[src/rtl/round_robin_arbiter_pkg.sv]
// round_robin_arbiter_pkg: shared types for the round-robin arbiter
package round_robin_arbiter_pkg;
  typedef enum logic {
    IDLE,
    GRANTED
  } state_t;
endpackage

[src/rtl/round_robin_arbiter_small_first_one.sv]
// small_first_one: isolates the lowest set bit of a vector (all-zero if none)
module small_first_one #(
  parameter int WIDTH = 4
) (
  input  logic [WIDTH-1:0] vec,
  output logic [WIDTH-1:0] first
);
  assign first = vec & (~vec + WIDTH'(1));
endmodule

[src/rtl/round_robin_arbiter.sv]
// round_robin_arbiter: registered one-hot round-robin arbiter with optional per-owner hold limit
module round_robin_arbiter
  import round_robin_arbiter_pkg::*;
#(
  parameter int WIDTH    = 4,
  parameter int MAX_HOLD = 0
) (
  input  logic                     clock,
  input  logic                     resetn,
  input  logic [WIDTH-1:0]         requests,
  output logic [WIDTH-1:0]         grant,
  output logic [$clog2(WIDTH)-1:0] grant_index,
  output logic                     busy
);
  localparam int IW = $clog2(WIDTH);
  localparam int CW = MAX_HOLD > 1 ? $clog2(MAX_HOLD) : 1;
  localparam logic [CW-1:0] HOLD_TOP = CW'(MAX_HOLD > 0 ? MAX_HOLD - 1 : 0);
  state_t state_q, state_d;
  logic [IW-1:0] ptr_q, ptr_d, win_idx, idx_d;
  logic [CW-1:0] hold_q, hold_d;
  logic [WIDTH-1:0] grant_d, mask, cand, win_hi, win_lo, win;
  logic owner_req, others, forced, keep, busy_d;
  for (genvar i = 0; i < WIDTH; i++) begin : g_mask
    assign mask[i] = ptr_q <= IW'(i);
  end
  assign owner_req = state_q == GRANTED && |(requests & grant);
  assign others    = |(requests & ~grant);
  // a forced handoff must skip the current owner even though it still requests
  assign forced    = MAX_HOLD > 0 && owner_req && others && hold_q == HOLD_TOP;
  assign keep      = owner_req && !forced;
  assign cand      = forced ? requests & ~grant : requests;
  small_first_one #(.WIDTH(WIDTH)) u_sfo_hi (.vec(cand & mask), .first(win_hi));
  small_first_one #(.WIDTH(WIDTH)) u_sfo_lo (.vec(cand), .first(win_lo));
  always_comb begin
    win = |win_hi ? win_hi : win_lo;
    win_idx = '0;
    for (int i = 0; i < WIDTH; i++) win_idx |= win[i] ? IW'(i) : '0;
    state_d = keep ? state_q : (|win ? GRANTED : IDLE);
    grant_d = keep ? grant : win;
    idx_d   = keep ? grant_index : win_idx;
    busy_d  = |grant_d;
    ptr_d   = keep || !(|win) ? ptr_q : (win_idx == IW'(WIDTH - 1) ? '0 : win_idx + 1'b1);
    hold_d  = !keep ? '0 : (hold_q == HOLD_TOP ? hold_q : hold_q + 1'b1);
  end
  always_ff @(posedge clock or negedge resetn) begin
    if (!resetn) begin
      state_q     <= IDLE;
      grant       <= '0;
      grant_index <= '0;
      busy        <= 1'b0;
      ptr_q       <= '0;
      hold_q      <= '0;
    end else begin
      state_q     <= state_d;
      grant       <= grant_d;
      grant_index <= idx_d;
      busy        <= busy_d;
      ptr_q       <= ptr_d;
      hold_q      <= hold_d;
    end
  end
endmodule

[config.mk]
export PLATFORM = sky130hd
export DESIGN_NAME = round_robin_arbiter
export DESIGN_NICKNAME = d
export VERILOG_FILES = /design/src/rtl/round_robin_arbiter_pkg.sv /design/src/rtl/round_robin_arbiter_small_first_one.sv /design/src/rtl/round_robin_arbiter.sv
export SDC_FILE = /design/constraint.sdc
export NUM_CORES = 1
export LEC_CHECK = 0
export ABC_AREA = 1
export BUFFER_PORTS_ARGS = -buffer_cell sky130_fd_sc_hd__clkbuf_2
export CORE_AREA = 2 2 39 41
export DETAILED_ROUTE_END_ITERATION = 10
export DIE_AREA = 0 0 41 43
export GPL_ROUTABILITY_DRIVEN = 0
export PLACE_DENSITY = 0.76
export SLEW_MARGIN = 15
export SYNTH_ARGS = -nofsm -noshare
export SYNTH_HDL_FRONTEND = slang
export SYNTH_SLANG_ARGS = --single-unit
[constraint.sdc]
create_clock -name clock -period 2.2 [get_ports clock]
set_input_delay 0.44 -clock clock [delete_from_list [all_inputs] [get_ports clock]]
set_output_delay 0.44 -clock clock [all_outputs]
set_load 0.02 [all_outputs]
==> results of run 1 <==
worst max-delay path, delay by kind of cell, from the launching register on:
kind | cells | cell delay, ns
fa+ha+maj | 1 | 0.30
flops | 1 | 0.40
simple gates | 7 | 0.57
buf+inv | 1 | 0.08
layout make-up:
| class | instances | area share |
|---|---|---|
| flip-flops and latches | 10 | 0.371 |
| multi-input cells | 49 | 0.390 |
| well taps | 16 | 0.0297 |
| repair buffers | 12 | 0.0891 |
| clock buffers | 4 | 0.0538 |
| inverters | 12 | 0.0668 |
report_power, final:
part	internal [mW]	total, mW	switching, mW
combinational	0.173	0.510	0.338
sequential	0.272	0.324	0.0526
clock	0.100	0.162	0.0621
through the flow:
step / util / total power [mW] / instances / setup slack, ns / hold WS [ns]
after floorplan: - / 0.707 / 71 / 0.852 / 0.144
after global placement: 0.461 / 0.829 / 99 / 0.694 / 0.318
after detailed placement: 0.461 / 0.840 / 99 / 0.688 / 0.321
after CTS: 0.487 / 1.01 / 103 / 0.746 / 0.0299
after global routing: 0.487 / 1.09 / 103 / 0.619 / 0.0368
final: 0.487 / 0.997 / 103 / 0.747 / 0.0285
layout by cell type, fill, tap and decap left out:
master / instances
sky130_fd_sc_hd__nand3_2: 1
sky130_fd_sc_hd__nand4_1: 1
sky130_fd_sc_hd__nand2_2: 7
sky130_fd_sc_hd__ha_1: 1
sky130_fd_sc_hd__nor2_2: 2
sky130_fd_sc_hd__clkbuf_2: 12
sky130_fd_sc_hd__a41oi_1: 1
sky130_fd_sc_hd__inv_1: 8
sky130_fd_sc_hd__a22o_1: 1
sky130_fd_sc_hd__dfrtp_1: 10
sky130_fd_sc_hd__nand3_1: 6
sky130_fd_sc_hd__clkbuf_4: 3
sky130_fd_sc_hd__o21ai_1: 2
sky130_fd_sc_hd__nand2_1: 14
sky130_fd_sc_hd__nor2_1: 7
sky130_fd_sc_hd__o21ai_0: 3
sky130_fd_sc_hd__inv_2: 4
sky130_fd_sc_hd__o21ai_4: 1
sky130_fd_sc_hd__clkbuf_8: 1
sky130_fd_sc_hd__a21oi_1: 2
per-layer routing:
metal | vias up | global-route usage | share of wire
met5 | - | 0 | 0
met4 | 0 | 0.120 | 0
met3 | 0 | 0.0314 | 0.045
met2 | 14 | 0.200 | 0.45
met1 | 226 | 0.228 | 0.50
li1 | 258 | - | -
cells by family after synthesis:
| group | Yosys count |
|---|---|
| AOI/OAI and AO/OA | 10 |
| adders and majority gates | 1 |
| DFF | 10 |
| buffers and inverters | 12 |
| and+or+nand+nor | 38 |
registers in the layout, summed over array words and instances, names as in the netlist:
signal / cells
state_q: 1
grant_index: 2
busy: 1
grant: 4
ptr_q: 2
how the worst max path moves through the flow:
stage / endpoint / depth (start not counted)
2_1_floorplan: ptr_q[1]$_DFFE_PN0N_ / 9
3_3_place_gp: ptr_q[1]$_DFFE_PN0N_ / 9
3_5_place_dp: ptr_q[1]$_DFFE_PN0N_ / 9
4_1_cts: ptr_q[1]$_DFFE_PN0N_ / 9
5_1_grt: ptr_q[0]$_DFFE_PN0N_ / 10
6_report: ptr_q[1]$_DFFE_PN0N_ / 9
==> metrics.txt, run 1 <==
# TYPE chip_impl_metric gauge
chip_impl_info{name="status",value="complete, no violations"} 1
chip_impl_metric{name="drt_iter0_markers",unit=""} 8
chip_impl_metric{name="global_route.overflow_total",unit=""} 0
chip_impl_metric{name="die-height",unit="µm"} 43
chip_impl_metric{name="vdd_drop_max",unit="µV"} 665
chip_impl_metric{name="ff_latch_area",unit="µm²"} 250
chip_impl_metric{name="ctsLongestPathBuffers",unit=""} 2
chip_impl_info{name="tritoncts_clock_tree",value="built"} 1
chip_impl_metric{name="wl_per_cell",unit="µm"} 10.8
chip_impl_metric{name="post_cts.resized_instances",unit=""} 0
chip_impl_info{name="ys_top_cells_by_count",value="sky130_fd_sc_hd__nand2_1, sky130_fd_sc_hd__dfrtp_1, sky130_fd_sc_hd__inv_1"} 1
chip_impl_info{name="worstSetupPathType",value="reg2reg"} 1
chip_impl_metric{name="synth_simple_gate_area_share",unit=""} 0.325
chip_impl_metric{name="final_layout_size_suffix_gt1_frac",unit=""} 0.356
chip_impl_metric{name="number_of_flops_mapped_to_enable_cells_by_yosys",unit=""} 0
chip_impl_metric{name="htree_num_levels",unit=""} 1
chip_impl_metric{name="final-setup-viol-count",unit=""} 0
chip_impl_metric{name="finalMaxSlewViolations",unit=""} 0
chip_impl_metric{name="synth_area_in_compound_gates",unit=""} 0.123
chip_impl_metric{name="timing.final.crit_period",unit="ns"} 1.45
chip_impl_info{name="clk_root_buffer_cell",value="sky130_fd_sc_hd__clkbuf_4"} 1
chip_impl_metric{name="cp.arrival",unit="ns"} 1.61
chip_impl_metric{name="hpwlAfterDp",unit="µm"} 889
chip_impl_metric{name="route.vias.total",unit=""} 498
chip_impl_info{name="synth_top_family_by_area",value="simple AND/OR/NAND/NOR gates"} 1
chip_impl_metric{name="worst-slew-pin-transition",unit="ns"} 0.348
chip_impl_metric{name="drt-vias-per-instance",unit=""} 4.83
chip_impl_metric{name="mapped_cell_area",unit="µm²"} 558
chip_impl_info{name="synth.area.top_cells",value="sky130_fd_sc_hd__dfrtp_1, sky130_fd_sc_hd__nand2_1, sky130_fd_sc_hd__nand2_2"} 1
chip_impl_metric{name="timing.final.crit_share",unit=""} 0.661
chip_impl_metric{name="numCtsBuffers",unit=""} 3
chip_impl_info{name="r2r_end",value="ptr_q[1]$_DFFE_PN0N_"} 1
chip_impl_metric{name="xor_xnor_share_of_the_synthesized_area",unit=""} 0
chip_impl_metric{name="synth_cell_types",unit=""} 17
chip_impl_metric{name="dpl-instance-area",unit="µm²"} 638
chip_impl_metric{name="cts_hold_buffers",unit=""} 0
chip_impl_metric{name="worst_path_largest_cell_delay",unit="ns"} 0.40
chip_impl_metric{name="io_buffer_count",unit=""} 12
chip_impl_metric{name="clk-insertion-delay-late",unit="ns"} 0.26
chip_impl_metric{name="num-fill-cells",unit=""} 149
chip_impl_metric{name="detail_route.wirelength",unit="µm"} 1110
chip_impl_metric{name="leakage",unit="nW"} 0.372
chip_impl_info{name="rsz0062_at_grt",value="false"} 1
chip_impl_metric{name="post_synth.cell_area_avg",unit="µm²"} 7.86
chip_impl_metric{name="seq_area_frac_synth",unit=""} 0.448
chip_impl_metric{name="timing.slew.headroom",unit=""} 0.765
chip_impl_metric{name="final_nets",unit=""} 95
chip_impl_metric{name="crit_required",unit="ns"} 2.36
chip_impl_info{name="critical_path.cell_chain",value="nor2_1 -> nand2_2 -> inv_2 -> nor2_2 -> nand2_2 -> nand3_1 -> ha_1 -> nand3_1 -> nand2_1"} 1
chip_impl_info{name="yosys_most_used_dff",value="sky130_fd_sc_hd__dfrtp_1"} 1
chip_impl_metric{name="synth-warning-count",unit=""} 0
chip_impl_info{name="setup.worst_path.end_class",value="register"} 1
chip_impl_metric{name="grt_start_max_net_pins",unit=""} 11
chip_impl_info{name="worst_min_delay_path_class",value="in2async"} 1
chip_impl_metric{name="die_area",unit="mm²"} 0.00176
chip_impl_metric{name="final_hold_viol_count",unit=""} 0
chip_impl_metric{name="adder_cell_share_of_the_synthesized_area",unit=""} 0.0224
chip_impl_metric{name="area_delta_synth_final",unit="%"} 20.9
chip_impl_metric{name="antenna_cells",unit=""} 0
chip_impl_info{name="regToRegStartpoint",value="ptr_q[1]$_DFFE_PN0N_"} 1
chip_impl_metric{name="antenna_found_initial",unit=""} 0
chip_impl_metric{name="global_route.usage.total",unit=""} 0.158
chip_impl_metric{name="multi_input_comb_area",unit="µm²"} 263
chip_impl_metric{name="pin_count",unit=""} 13
chip_impl_metric{name="maxClockFrequency",unit="MHz"} 688
chip_impl_metric{name="regToRegSetupSlack",unit="ns"} 0.75
chip_impl_info{name="yosys.area.top_type",value="sky130_fd_sc_hd__dfrtp_1"} 1
chip_impl_metric{name="ff2ff_path_depth",unit=""} 9
chip_impl_info{name="synth.most_common_cell",value="sky130_fd_sc_hd__nand2_1"} 1
chip_impl_metric{name="power_density",unit="mW/mm²"} 1480
chip_impl_metric{name="row_count",unit=""} 14
chip_impl_metric{name="initial_core_utilization",unit=""} 0.403
chip_impl_metric{name="clkSinkCount",unit=""} 10
chip_impl_metric{name="synth.area.mux_share",unit=""} 0
chip_impl_metric{name="drc_violations_left",unit=""} 0
chip_impl_metric{name="postLayoutCellArea",unit="µm²"} 674
chip_impl_metric{name="clock-skew-final",unit="ns"} 0.00244
chip_impl_metric{name="top_area_cell_type_share_of_the_netlist_area",unit=""} 0.448
chip_impl_metric{name="drt_pass1_iterations",unit=""} 6
chip_impl_metric{name="final.setup.tns",unit="ns"} 0
chip_impl_metric{name="design.core.area",unit="mm²"} 0.00138
chip_impl_metric{name="die_x",unit="µm"} 41
chip_impl_metric{name="clk_transition_reported_paths",unit="ns"} 0.07
chip_impl_metric{name="path_max_fanout",unit=""} 4
chip_impl_metric{name="synthCells",unit=""} 71
chip_impl_info{name="crit_slowest_cell",value="sky130_fd_sc_hd__dfrtp_1"} 1
chip_impl_metric{name="ant_nets",unit=""} 0
chip_impl_metric{name="async_flop_share",unit=""} 1.00
chip_impl_metric{name="yosys_register_bits",unit=""} 10
chip_impl_metric{name="max_cap_viol_count",unit=""} 0
chip_impl_info{name="cp-startpoint",value="ptr_q[1]$_DFFE_PN0N_"} 1
chip_impl_metric{name="postSynthNetCount",unit=""} 78
chip_impl_metric{name="grt_pass1_wl",unit="µm"} 1820
chip_impl_info{name="setup_crit_start_kind",value="register"} 1
chip_impl_metric{name="first_global_vias",unit=""} 444
chip_impl_metric{name="cts_setup_buffers",unit=""} 0
Power figures use the tool's default switching activity.
==> run 2, diff against run 1 <==
==> constraint.sdc (replaced) <==
create_clock -name clock -period 1.4 [get_ports clock]
set_input_delay 0.28 -clock clock [delete_from_list [all_inputs] [get_ports clock]]
set_output_delay 0.28 -clock clock [all_outputs]
set_load 0.02 [all_outputs]
==> metrics.txt, run 2 (synthesis results as in run 1) <==
# TYPE chip_impl_metric gauge
chip_impl_metric{name="final_layout_size_suffix_gt1_frac",unit=""} 0.561
chip_impl_metric{name="stdcell_count",unit=""} 114
chip_impl_metric{name="wl_per_cell",unit="µm"} 13.3
chip_impl_metric{name="die_x",unit="µm"} 41
chip_impl_info{name="clk_root_buffer_cell",value="sky130_fd_sc_hd__clkbuf_4"} 1
chip_impl_metric{name="detail_route.wirelength",unit="µm"} 1520
chip_impl_metric{name="ant_nets",unit=""} 0
chip_impl_metric{name="drt-vias-per-instance",unit=""} 5.22
chip_impl_metric{name="antenna_found_initial",unit=""} 0
chip_impl_metric{name="layout_setup_ws",unit="ns"} -0.0378
chip_impl_metric{name="pin_count",unit=""} 13
chip_impl_metric{name="leakage",unit="nW"} 0.440
chip_impl_metric{name="area_delta_synth_final",unit="%"} 54.0
chip_impl_metric{name="num-fill-cells",unit=""} 117
chip_impl_metric{name="htree_num_levels",unit=""} 1
chip_impl_metric{name="power.net_switching",unit="mW"} 0.919
chip_impl_metric{name="global_route.overflow_total",unit=""} 0
chip_impl_metric{name="vdd_drop_max",unit="µV"} 1060
chip_impl_info{name="worstSetupPathType",value="reg2reg"} 1
chip_impl_metric{name="netSwitchingFraction",unit=""} 0.470
chip_impl_metric{name="clk_transition_reported_paths",unit="ns"} 0.06
chip_impl_metric{name="final-setup-viol-count",unit=""} 1
chip_impl_metric{name="initial_core_utilization",unit=""} 0.403
chip_impl_info{name="failed_checks",value="negative setup slack"} 1
chip_impl_metric{name="power.internal",unit="mW"} 1.04
chip_impl_metric{name="drt_iter0_markers",unit=""} 9
chip_impl_metric{name="timing.final.crit_share",unit=""} 1.03
chip_impl_metric{name="clkPwrFrac",unit=""} 0.098
chip_impl_metric{name="cp.arrival",unit="ns"} 1.59
chip_impl_metric{name="timing.slew.headroom",unit=""} 0.772
chip_impl_metric{name="finalMaxSlewViolations",unit=""} 0
chip_impl_metric{name="share_of_total_power_in_sequential_cells",unit=""} 0.268
chip_impl_info{name="tritoncts_clock_tree",value="built"} 1
chip_impl_info{name="reg_top3",value="grant: 4 flops, grant_index: 2 flops, ptr_q: 2 flops"} 1
chip_impl_info{name="setup_crit_start_kind",value="register"} 1
chip_impl_metric{name="grt_pass1_wl",unit="µm"} 2060
chip_impl_metric{name="power_density",unit="mW/mm²"} 2270
chip_impl_metric{name="max_cap_viol_count",unit=""} 0
chip_impl_metric{name="row_count",unit=""} 14
chip_impl_metric{name="path_max_fanout",unit=""} 4
chip_impl_info{name="worst_min_delay_path_class",value="in2async"} 1
chip_impl_metric{name="worst-slew-pin-transition",unit="ns"} 0.338
chip_impl_metric{name="clk-insertion-delay-late",unit="ns"} 0.26
chip_impl_metric{name="ctsLongestPathBuffers",unit=""} 2
chip_impl_info{name="setup.worst_path.end_class",value="register"} 1
chip_impl_metric{name="hpwlAfterDp",unit="µm"} 963
chip_impl_info{name="layout_commonest_cell",value="sky130_fd_sc_hd__clkbuf_2"} 1
chip_impl_metric{name="final_hold_viol_count",unit=""} 0
chip_impl_metric{name="largest_register_ffs",unit=""} 4
chip_impl_info{name="status",value="finished with violations"} 1
chip_impl_metric{name="antenna_cells",unit=""} 0
chip_impl_metric{name="die-height",unit="µm"} 43
chip_impl_metric{name="comb_power_share",unit=""} 0.634
chip_impl_metric{name="first_global_vias",unit=""} 521
chip_impl_metric{name="clock-skew-final",unit="ns"} 0.00241
chip_impl_metric{name="io_buffer_count",unit=""} 12
chip_impl_metric{name="design.core.area",unit="mm²"} 0.00138
chip_impl_info{name="rsz0062_at_grt",value="true"} 1
chip_impl_metric{name="grt_start_max_net_pins",unit=""} 11
chip_impl_metric{name="drt_pass1_iterations",unit=""} 4
chip_impl_metric{name="route.vias.total",unit=""} 595
chip_impl_metric{name="crit_required",unit="ns"} 1.55
chip_impl_metric{name="placed_cell_count",unit=""} 105
chip_impl_metric{name="die_area",unit="mm²"} 0.00176
chip_impl_metric{name="report.power.total",unit="mW"} 1.96
chip_impl_metric{name="global_route.usage.total",unit=""} 0.177
chip_impl_info{name="top_register_by_number_of_flip_flops",value="grant"} 1
chip_impl_metric{name="clkSinkCount",unit=""} 10
chip_impl_metric{name="numCtsBuffers",unit=""} 3
chip_impl_info{name="layout.cells.most_common_list",value="sky130_fd_sc_hd__clkbuf_2, sky130_fd_sc_hd__nand2_1, sky130_fd_sc_hd__dfrtp_1, sky130_fd_sc_hd__buf_4, sky130_fd_sc_hd__nand2_2"} 1
chip_impl_metric{name="postLayoutCellArea",unit="µm²"} 860
chip_impl_metric{name="dpl-instance-area",unit="µm²"} 683
chip_impl_metric{name="maxClockFrequency",unit="MHz"} 696
chip_impl_metric{name="timing.final.crit_period",unit="ns"} 1.44
chip_impl_metric{name="final_nets",unit=""} 107
chip_impl_metric{name="drc_violations_left",unit=""} 0
==> run 2: per-layer routing <==
layer,wire length (µm),vias up,GRT usage
met5,0,-,0
met4,34,0,0.100
met3,69,5,0.0314
met2,784,19,0.256
met1,632,288,0.241
li1,-,283,-
==> run 2: power by group through the flow <==
stage               Combinational (mW)  Clock [mW]  Sequential, mW
finish                            1.24       0.191           0.524
CTS                              0.963       0.194           0.511
floorplan                        0.494           0           0.618
global route                      1.34       0.207           0.543
global placement                 0.850           0           0.511
detailed placement               0.875           0           0.517
==> run 2: worst max-delay path: stages (launching register included) <==
cell	delay (ns)
sky130_fd_sc_hd__dfrtp_1	0.41
sky130_fd_sc_hd__nand2_1	0.08
sky130_fd_sc_hd__nand2_2	0.09
sky130_fd_sc_hd__nand2_2	0.08
sky130_fd_sc_hd__nor2_4	0.14
sky130_fd_sc_hd__nand2_4	0.09
sky130_fd_sc_hd__nand2_4	0.11
sky130_fd_sc_hd__ha_4	0.21
sky130_fd_sc_hd__nand3_2	0.07
sky130_fd_sc_hd__nand2_1	0.05
==> run 2: final cells by class <==
type / instances / area [µm²] / area share
clock buffers: 3 / 22.5 / 0.0262
repair buffers: 24 / 156 / 0.182
well taps: 16 / 20.0 / 0.0233
inverters: 12 / 47.5 / 0.0553
multi-input cells: 49 / 363 / 0.422
flip-flops and latches: 10 / 250 / 0.291
==> run 2: final timing paths <==
check	slack (ns)	cells after the start	from	end
setup / recovery	-0.04	9	ptr_q[1]$_DFFE_PN0N_	ptr_q[1]$_DFFE_PN0N_
hold / removal	0.42	2	resetn	grant[1]$_DFF_PN0_
setup reg to reg	-0.04	9	ptr_q[1]$_DFFE_PN0N_	ptr_q[1]$_DFFE_PN0N_
hold reg to reg	0.50	2	grant_index[1]$_DFFE_PN0N_	grant_index[1]$_DFFE_PN0N_
max in group asynchronous	0.77	2	resetn	ptr_q[1]$_DFFE_PN0N_
min in group clock	0.48	5	requests[2]	grant[2]$_DFF_PN0_
==> run 2: metrics by stage <==
step / setup TNS (ns) / util / hold WS, ns / setup slack (ns)
finish: -0.0378 / 0.621 / 0.424 / -0.0378
global route: -0.548 / 0.621 / 0.441 / -0.131
CTS: -0.0424 / 0.541 / 0.422 / -0.0278
detailed placement: -0.148 / 0.494 / 0.159 / -0.0888
global placement: -0.0368 / 0.494 / 0.156 / -0.0368
floorplan: 0 / - / -0.0156 / 0.0517
==> run 2: what timing repair did <==
item,CTS,global route
hold buffers,1,0
endpoints found under the hold margin,10,0
buffers inserted,1,5
setup endpoints to repair,2,7
pin swaps,8,15
gates resized for setup,4,19
==> run 3, diff against run 2 <==
--- a/config.mk
+++ b/config.mk
@@ -11,8 +11,9 @@
 export DETAILED_ROUTE_END_ITERATION = 10
 export DIE_AREA = 0 0 41 43
 export GPL_ROUTABILITY_DRIVEN = 0
-export PLACE_DENSITY = 0.76
+export PLACE_DENSITY = 0.78
 export SLEW_MARGIN = 15
 export SYNTH_ARGS = -nofsm -noshare
 export SYNTH_HDL_FRONTEND = slang
 export SYNTH_SLANG_ARGS = --single-unit
+export TNS_END_PERCENT = 20
==> constraint.sdc (replaced) <==
create_clock -name clock -period 1.2 [get_ports clock]
set_input_delay 0.24 -clock clock [delete_from_list [all_inputs] [get_ports clock]]
set_output_delay 0.24 -clock clock [all_outputs]
set_load 0.02 [all_outputs]
==> metrics.txt, run 3 (synthesis results as in run 1) <==
# TYPE chip_impl_metric gauge
chip_impl_info{name="status",value="finished with violations"} 1
chip_impl_info{name="failed_checks",value="negative setup slack"} 1
chip_impl_metric{name="worst_path_largest_cell_delay",unit="ns"} 0.41
chip_impl_metric{name="timing.final.crit_period",unit="ns"} 1.46
chip_impl_metric{name="final-setup-viol-count",unit=""} 10
chip_impl_metric{name="final_nets",unit=""} 109
chip_impl_metric{name="maxClockFrequency",unit="MHz"} 687
chip_impl_metric{name="initial_core_utilization",unit=""} 0.403
chip_impl_metric{name="clkSinkCount",unit=""} 10
chip_impl_metric{name="first_global_vias",unit=""} 497
chip_impl_metric{name="die_x",unit="µm"} 41
chip_impl_metric{name="final_layout_size_suffix_gt1_frac",unit=""} 0.515
chip_impl_metric{name="clk_transition_reported_paths",unit="ns"} 0.07
chip_impl_metric{name="row_count",unit=""} 14
chip_impl_info{name="critical_path.cell_chain",value="nand2_1 -> nand2_2 -> nand2_1 -> nor2_4 -> nand2_4 -> nand2_4 -> inv_2 -> nand3_2 -> nand2_2 -> nand2_1 -> nand2_1"} 1
chip_impl_info{name="rsz0062_at_grt",value="true"} 1
chip_impl_metric{name="drt-vias-per-instance",unit=""} 4.88
chip_impl_info{name="clk_root_buffer_cell",value="sky130_fd_sc_hd__clkbuf_4"} 1
chip_impl_metric{name="global_route.overflow_total",unit=""} 0
chip_impl_metric{name="placement.setup.worst_slack",unit="ns"} -0.220
chip_impl_metric{name="met3RoutedLength",unit="µm"} 63
chip_impl_metric{name="htree_num_levels",unit=""} 1
chip_impl_metric{name="numCtsBuffers",unit=""} 3
chip_impl_info{name="tritoncts_clock_tree",value="built"} 1
chip_impl_metric{name="grt_start_max_net_pins",unit=""} 11
chip_impl_metric{name="pin_count",unit=""} 13
chip_impl_info{name="layout.cells.most_common_list",value="sky130_fd_sc_hd__nand2_1, sky130_fd_sc_hd__clkbuf_2, sky130_fd_sc_hd__buf_4"} 1
chip_impl_metric{name="power_density",unit="mW/mm²"} 2630
chip_impl_metric{name="final_hold_viol_count",unit=""} 0
chip_impl_info{name="maxUsedRoutingLayer",value="met4"} 1
chip_impl_metric{name="drt_iter0_markers",unit=""} 11
chip_impl_info{name="r2r_end",value="ptr_q[0]$_DFFE_PN0N_"} 1
chip_impl_metric{name="finalMaxSlewViolations",unit=""} 0
chip_impl_metric{name="met1_length",unit="µm"} 619
chip_impl_metric{name="die-height",unit="µm"} 43
chip_impl_metric{name="layout_setup_ws",unit="ns"} -0.256
chip_impl_info{name="regToRegStartpoint",value="ptr_q[1]$_DFFE_PN0N_"} 1
chip_impl_metric{name="antenna_found_initial",unit=""} 0
chip_impl_info{name="reg_top3",value="grant: 4 flops, grant_index: 2 flops, ptr_q: 2 flops"} 1
chip_impl_metric{name="dpl-instance-area",unit="µm²"} 718
chip_impl_metric{name="drt_pass1_iterations",unit=""} 4
chip_impl_metric{name="regToRegSetupSlack",unit="ns"} -0.26
chip_impl_info{name="setup_crit_start_kind",value="register"} 1
chip_impl_metric{name="detail_route.wirelength",unit="µm"} 1490
chip_impl_metric{name="met2_length",unit="µm"} 786
chip_impl_metric{name="ff2ff_path_depth",unit=""} 11
chip_impl_info{name="setup.worst_path.end_class",value="register"} 1
chip_impl_metric{name="drc_violations_left",unit=""} 0
chip_impl_metric{name="worst-slew-pin-transition",unit="ns"} 0.270
chip_impl_metric{name="max_cap_viol_count",unit=""} 0
chip_impl_info{name="cp-endpoint",value="ptr_q[0]$_DFFE_PN0N_"} 1
chip_impl_info{name="crit_slowest_cell",value="sky130_fd_sc_hd__dfrtp_1"} 1
chip_impl_metric{name="largest_register_ffs",unit=""} 4
chip_impl_metric{name="ctsLongestPathBuffers",unit=""} 2
chip_impl_info{name="worst_min_delay_path_class",value="in2async"} 1
chip_impl_metric{name="report.power.total",unit="mW"} 2.25
chip_impl_metric{name="area_delta_synth_final",unit="%"} 53.4
chip_impl_metric{name="clk-insertion-delay-late",unit="ns"} 0.28
chip_impl_metric{name="hpwlAfterDp",unit="µm"} 987
chip_impl_info{name="cp_common_cell",value="sky130_fd_sc_hd__nand2_1"} 1
chip_impl_metric{name="postLayoutCellArea",unit="µm²"} 856
chip_impl_metric{name="global_route.usage.total",unit=""} 0.179
chip_impl_info{name="top_register_by_number_of_flip_flops",value="grant"} 1
chip_impl_info{name="worstSetupPathType",value="reg2reg"} 1
chip_impl_info{name="cp-startpoint",value="ptr_q[1]$_DFFE_PN0N_"} 1
chip_impl_metric{name="clock-skew-final",unit="ns"} 0.00269
chip_impl_metric{name="leakage",unit="nW"} 0.455
chip_impl_metric{name="antenna_cells",unit=""} 0
chip_impl_metric{name="die_area",unit="mm²"} 0.00176
chip_impl_metric{name="vdd_drop_max",unit="µV"} 1690
chip_impl_metric{name="design.core.area",unit="mm²"} 0.00138
chip_impl_metric{name="final.setup.tns",unit="ns"} -1.32
chip_impl_metric{name="path_max_fanout",unit=""} 4
chip_impl_metric{name="grt_pass1_wl",unit="µm"} 2060
chip_impl_metric{name="ant_nets",unit=""} 0
chip_impl_metric{name="io_buffer_count",unit=""} 12
chip_impl_metric{name="cp.arrival",unit="ns"} 1.63
chip_impl_metric{name="crit_required",unit="ns"} 1.37
chip_impl_info{name="layout_commonest_cell",value="sky130_fd_sc_hd__nand2_1"} 1
chip_impl_metric{name="wl_per_cell",unit="µm"} 12.8
chip_impl_metric{name="timing.final.crit_share",unit=""} 1.21
chip_impl_metric{name="timing.slew.headroom",unit=""} 0.820
chip_impl_metric{name="route.vias.total",unit=""} 571
[run 3: cell types whose count changed in the layout (fill, tap and decap cells not counted), moves of 2 or more]
cell	change
sky130_fd_sc_hd__nand2_2	-3
sky130_fd_sc_hd__inv_2	-2
sky130_fd_sc_hd__nand2_1	+3
sky130_fd_sc_hd__buf_4	+2
[run 3: final cells by class]
cell class	instances	area, µm²
Timing Repair Buffer	26	171
Inverter	12	50.0
Tap cell	16	20.0
Sequential cell	10	250
Clock buffer	4	36.3
Fill cell	128	528
Multi-Input combinational cell	49	328
[run 3: how the worst min path moves through the flow]
stage / start / end / slack, ns / cells after the start
floorplan: resetn / busy$_DFF_PN0_ / -0.06 / 0
global placement: resetn / grant[3]$_DFF_PN0_ / 0.11 / 1
detailed placement: resetn / grant[3]$_DFF_PN0_ / 0.12 / 1
CTS: resetn / grant[3]$_DFF_PN0_ / 0.37 / 2
global route: resetn / grant[0]$_DFF_PN0_ / 0.38 / 2
finish: resetn / grant[1]$_DFF_PN0_ / 0.36 / 2
[run 3: critical path: cells and delay by family, from the launching register on]
| kind | cells | cell delay [ns] |
|---|---|---|
| buf+inv | 1 | 0.05 |
| simple gates | 10 | 0.91 |
| flops | 1 | 0.41 |
[run 3: power breakdown]
part	switching [mW]	internal (mW)
combinational	0.793	0.548
clock	0.134	0.185
sequential	0.0957	0.497
[run 3: metrics by stage]
stage           util  instances  hold WS (ns)
4_1_cts        0.560        114         0.367
2_1_floorplan      -         71       -0.0556
3_5_place_dp   0.519        109         0.117
5_1_grt        0.618        117         0.382
6_report       0.618        117         0.358
3_3_place_gp   0.519        109         0.114
[run 3: repair_timing]
action	4_1_cts	5_1_grt
resized for setup	4	12
gates cloned	0	0
endpoints found under the hold margin	10	0
setup buffers	0	3
pin swaps	5	9
setup endpoints to repair	10	13
hold buffers	1	0
[run 3: per-layer routing]
metal / up-vias / global-route usage
li1: 287 / -
met1: 271 / 0.237
met2: 11 / 0.263
met3: 2 / 0.0471
met4: 0 / 0.0800
met5: - / 0
